`src/rtl/key_debounce.sv`:
```
// Four-channel push-button conditioner: 2-flop synchroniser plus an independent
// stable-time debounce FSM per key, with registered active-low level and press/release strobes.
module key_debounce #(
    parameter int unsigned KEY_W   = 4,
    parameter int unsigned CNT_MAX = 1_000_000
) (
    input  logic             sys_clk,
    input  logic             sys_rst,
    input  logic [KEY_W-1:0] key_in,
    output logic [KEY_W-1:0] key_out,
    output logic [KEY_W-1:0] key_press,
    output logic [KEY_W-1:0] key_release
);

    localparam int unsigned CNT_W = $clog2(CNT_MAX);
    localparam logic [CNT_W-1:0] CNT_LAST = CNT_W'(CNT_MAX - 1);

    localparam logic [1:0] ST_RELEASED     = 2'd0;
    localparam logic [1:0] ST_PRESS_WAIT   = 2'd1;
    localparam logic [1:0] ST_PRESSED      = 2'd2;
    localparam logic [1:0] ST_RELEASE_WAIT = 2'd3;

    logic [KEY_W-1:0] s1;
    logic [KEY_W-1:0] s2;

    // Synchroniser idles at 1 so reset never looks like a press.
    always_ff @(posedge sys_clk or posedge sys_rst) begin
        if (sys_rst) begin
            s1 <= '1;
            s2 <= '1;
        end else begin
            s1 <= key_in;
            s2 <= s1;
        end
    end

    for (genvar i = 0; i < KEY_W; i++) begin : g_chan
        logic [1:0]       state_q;
        logic [CNT_W-1:0] cnt_q;
        logic             out_q;
        logic             press_q;
        logic             rel_q;

        always_ff @(posedge sys_clk or posedge sys_rst) begin
            if (sys_rst) begin
                state_q <= ST_RELEASED;
                cnt_q   <= '0;
                out_q   <= 1'b1;
                press_q <= 1'b0;
                rel_q   <= 1'b0;
            end else begin
                press_q <= 1'b0;
                rel_q   <= 1'b0;
                case (state_q)
                    ST_RELEASED: begin
                        if (!s2[i]) begin
                            state_q <= ST_PRESS_WAIT;
                            cnt_q   <= '0;
                        end
                    end
                    ST_PRESS_WAIT: begin
                        if (s2[i]) begin
                            state_q <= ST_RELEASED;
                            cnt_q   <= '0;
                        end else if (cnt_q == CNT_LAST) begin
                            state_q <= ST_PRESSED;
                            cnt_q   <= '0;
                            out_q   <= 1'b0;
                            press_q <= 1'b1;
                        end else begin
                            cnt_q <= cnt_q + CNT_W'(1);
                        end
                    end
                    ST_PRESSED: begin
                        if (s2[i]) begin
                            state_q <= ST_RELEASE_WAIT;
                            cnt_q   <= '0;
                        end
                    end
                    ST_RELEASE_WAIT: begin
                        if (!s2[i]) begin
                            state_q <= ST_PRESSED;
                            cnt_q   <= '0;
                        end else if (cnt_q == CNT_LAST) begin
                            state_q <= ST_RELEASED;
                            cnt_q   <= '0;
                            out_q   <= 1'b1;
                            rel_q   <= 1'b1;
                        end else begin
                            cnt_q <= cnt_q + CNT_W'(1);
                        end
                    end
                    default: begin
                        state_q <= ST_RELEASED;
                        cnt_q   <= '0;
                    end
                endcase
            end
        end

        assign key_out[i]     = out_q;
        assign key_press[i]   = press_q;
        assign key_release[i] = rel_q;
    end

endmodule

```
`config.mk`:
```
export PLATFORM = sky130hd
export DESIGN_NAME = key_debounce
export DESIGN_NICKNAME = d
export VERILOG_FILES = /design/src/rtl/key_debounce.sv
export SDC_FILE = /design/constraint.sdc
export NUM_CORES = 1
export LEC_CHECK = 0
export BUFFER_PORTS_ARGS = -buffer_cell sky130_fd_sc_hd__buf_2
export CAP_MARGIN = 20
export CORE_MARGIN = 2
export CORE_UTILIZATION = 45
export DETAILED_ROUTE_END_ITERATION = 8
export HOLD_SLACK_MARGIN = 0.08
export PLACE_DENSITY_LB_ADDON = 0.1
export SYNTH_ARGS = -nofsm -noshare
export SYNTH_HDL_FRONTEND = slang
export SYNTH_SLANG_ARGS = --single-unit
```
`constraint.sdc`:
```
create_clock -name sys_clk -period 9.2 [get_ports sys_clk]
set_clock_uncertainty 0.2 [all_clocks]
set_input_delay 1.38 -clock sys_clk [delete_from_list [all_inputs] [get_ports sys_clk]]
set_output_delay 1.38 -clock sys_clk [all_outputs]
set_load 0.05 [all_outputs]
```
==> impl_results.md <==
- Via count: 4424
- GR Util All Layers: a little under a fifth
- Clock latency on the worst-skew pair: between 300 and 400 ps
- Die area: about 0.013 mm²
- Drt first-iter violations: around 300
- Core area: around 0.012 mm²
- Clk slew on worst S/H paths: 70 ps
- Adder-cell share of the synthesized area: less than 1%
- DR DRC count: 0
- Nets: just over 600
- Yosys Warn Count: 0
- Diodes inserted: 0
- Distinct cells, synth: 50
- Clock Power Share: between 30% and 40%
- Initial core utilization: 46.08%
- Setup total negative slack: 0 ps
- Power density over the cells: approximately 190 mW/mm²
- Share of total power in combinational logic: roughly 18%
- CP max FO: 3
- Post-synth top flop: dfrtp_1
- Drt first pass iters: 4
- Req. time, crit path: 7620 ps
- I/O pin total: 18
- Initial antenna violation count: 0
- Fin Hold WS: about 160 ps
- Design Area, Final: ~0.006 mm²
- Postcts setup bufs: 0
- CTS Buffer Depth: 2
- Post-synthesis mux area share: 0.9042%
- Total CTS buffers: 9
- Vias in the first global route: between 4000 and 5000
- First-pass GRT wire length: between 15000 and 20000 µm
- Slowest cell on the critical path: dfstp_2
- Slowest stage delay, CP: ~550 ps
- Clock sink count: 108
- Root Driver: clkbuf_16
- Hold-fix buffers, CTS: 0
- Hpwl dp: about 7400 µm
- Leak: between 2 and 3 nW
- DIE WIDTH: around 110 µm
- H-Tree Level Count: 3
- Period utilisation layout: between 20% and 30%
- Main combinational cell family by area after synthesis: simple AND/OR/NAND/NOR gates
- Endpoint class of the critical path: output port
- Ys async rst share: 100.0%
- Mapped Avg Cell Area: 9.164 µm²
- RSZ-0062 raised after global routing: false
- Sw Ratio: between 30% and 40%
- Slew @ Worst Pin: about 1100 ps
- Outcome: finished clean
- Top Family by Delay on Critical Path: flip-flops
- Worst path cell trace: buf_2
- Antenna viol nets, final: 0
- FMAX: approximately 370 MHz
- Seq/Total Area, Yosys: approximately 50%
- Internal Power: 0.0007883 W
- Final Max Slew Viols: 0
- Number of fill cells: approximately 1100
- Fin. Hold Viols: 0
- PortBufs: 17
- CTS tree: done
- Max transition margin: between 20% and 30%
- Post-synth EDFFs: 0
- Placed cell area: about 0.0057 mm²
- Syn nets: 614
- Post-synthesis xor/xnor area fraction: under 10%
- Synthesized cell area: between 0.005 and 0.006 mm²
- Final wirelength: about 12000 µm
- FF+latch count, synth: 108
- Share of power burned in registers: a little under half
- Max Cap Viol: 0
- Synth Instances: between 600 and 700
- Setup WS post-layout: 6462 ps
- Layout cells sized above 1: a little over a tenth
- P&R area growth vs syn: 8.273%
- Mean routed wirelength per cell: ~15 µm
- Cells resized by post-CTS repair: 0
- Via density: between 5 and 6
- GPL Wtd Cong: between 0.8 and 0.9
- Startpoint Class: register
- Final period demand of the worst path: 2738 ps
- Buf+Inv Stages, Crit Path: 1
- Setup CP Type: reg -> out
- Endpoints failing setup: 0
- Row Count: 40
- Die height: around 110 µm
- Critical path arrival: between 1000 and 1500 ps
- Grt total ovfl: 0
- Fin util: roughly 50%
- Simple logic cell fraction of the synthesized area: roughly a quarter
- Maximum vdd drop: ~91 µV
- Dpl ws: roughly 6000 ps
- Largest net degree at the start of global routing: 82
- Psw: 0.0003486 W
- Hold WC Path Type: reg -> reg
- Synth Area in Compound Gates: a little under a fifth
==> cell usage in the layout, fill, tap and decap left out, drive strengths merged, types with 5 or more instances in the layout <==
cell    count
nand3      45
a31oi      42
nand2b     11
dfstp      12
buf        23
a22o        7
a41oi       9
or2         5
xnor2       7
clkbuf     12
nand4      17
a21oi      40
and3       21
nand2      66
or3        11
dfrtp      96
mux2i       5
nor3       15
a21o       12
xor2        8
inv        16
nor4       10
and4        5
nor2       28
o21ai      45
==> cell families (layout without fill, tap and decap cells) <==
kind of cell / count (synthesis) / after routing
AOI/OAI and AO/OA: 168 / 168
xor gates and xnor gates: 15 / 15
adders and majority gates: 4 / 4
buffers and inverters: 54 / 55
DFF: 108 / 108
muxes: 5 / 5
and+or+nand+nor: 250 / 250
==> routing by layer <==
layer,GRT usage (%),vias up,wire length [µm]
met5,0,-,0
met3,3.743,13,391
met2,29.92,63,5407
li1,-,2210,-
met4,6.185,0,119
met1,25.12,2138,5647
==> registers in the layout, summed over array words and instances (netlist names), named ones only <==
name / count
g_chan.state_q: 4
g_chan.rel_q: 4
g_chan.out_q: 4
g_chan.cnt_q: 80
s1: 4
g_chan.press_q: 4
s2: 4
==> through the flow <==
stage               power [W]  cells
finish               0.001137    752
detailed placement  0.0007427    735
global placement    0.0007376    734
CTS                  0.001147    751
floorplan           0.0006910    604
global route         0.001202    752
==> worst paths after layout <==
path | slack [ps] | to | cells past startpoint | from
max | 6460 | key_out[2] | 1 | g_chan[2].out_q$_DFFE_PP1P_
min | 160 | s2[3]$_DFF_PP1_ | 0 | s1[3]$_DFF_PP1_
max reg2reg | 6800 | g_chan[3].cnt_q[17]$_DFFE_PP0P_ | 6 | g_chan[3].cnt_q[7]$_DFFE_PP0P_
min reg2reg | 160 | s2[3]$_DFF_PP1_ | 0 | s1[3]$_DFF_PP1_
max in group asynchronous | 7020 | s2[2]$_DFF_PP1_ | 4 | sys_rst
min in group asynchronous | 810 | g_chan[3].cnt_q[12]$_DFFE_PP0P_ | 2 | sys_rst
==> synthesized netlist by cell type (all sizes together), types with 2 or more instances <==
cell type,number,area share (%)
dfstp,12,5.7
clkbuf,20,1.4
nand4,17,1.9
xor2,8,1.3
and4,5,0.79
nor2,28,1.9
mux2i,5,0.90
or3b,2,0.32
a21o,12,1.6
o21ai,45,4.1
buf,18,2.1
a41oi,9,1.4
or3,11,1.2
and3,21,2.4
inv,16,1.1
or2,5,0.57
nor3b,2,0.27
xnor2,7,1.1
ha,4,0.90
and2,3,0.34
nand2,66,4.5
a21oi,40,3.6
dfrtp,96,43
nand2b,11,1.2
nor4b,2,0.32
o31ai,2,0.27
nor4,10,1.4
a31oi,42,4.7
nand3,45,4.2
o21a,2,0.27
a22o,7,1.1
or4,3,0.41
nor3,15,1.4
==> area by class of cell <==
| class | instances | area, µm² | area share (%) |
|---|---|---|---|
| inverters | 16 | 62.56 | 1.044 |
| repair buffers | 23 | 157.7 | 2.630 |
| clock buffers | 12 | 256.5 | 4.280 |
| multi-input cells | 442 | 2567 | 42.84 |
| well taps | 147 | 183.9 | 3.069 |
| flip-flops and latches | 108 | 2718 | 45.34 |
| clock inverters | 4 | 47.55 | 0.7933 |
==> power by group through the flow <==
stage                     logic (W)  registers [W]  clock network [W]
final                      0.000204       0.000533           0.000400
after global routing       0.000234       0.000539           0.000429
after CTS                  0.000203       0.000532           0.000412
after detailed placement   0.000202       0.000540                  0
after global placement     0.000198       0.000539                  0
after floorplan            0.000157       0.000534                  0
==> worst register-to-register path: stages (launching register included) <==
cell and delay (ps):
dfrtp_1 440, or4_1 560, nor4_2 300, a21oi_1 120, buf_4 220, and3_1 190
a211o_1 260
Power figures use the tool's default switching activity.
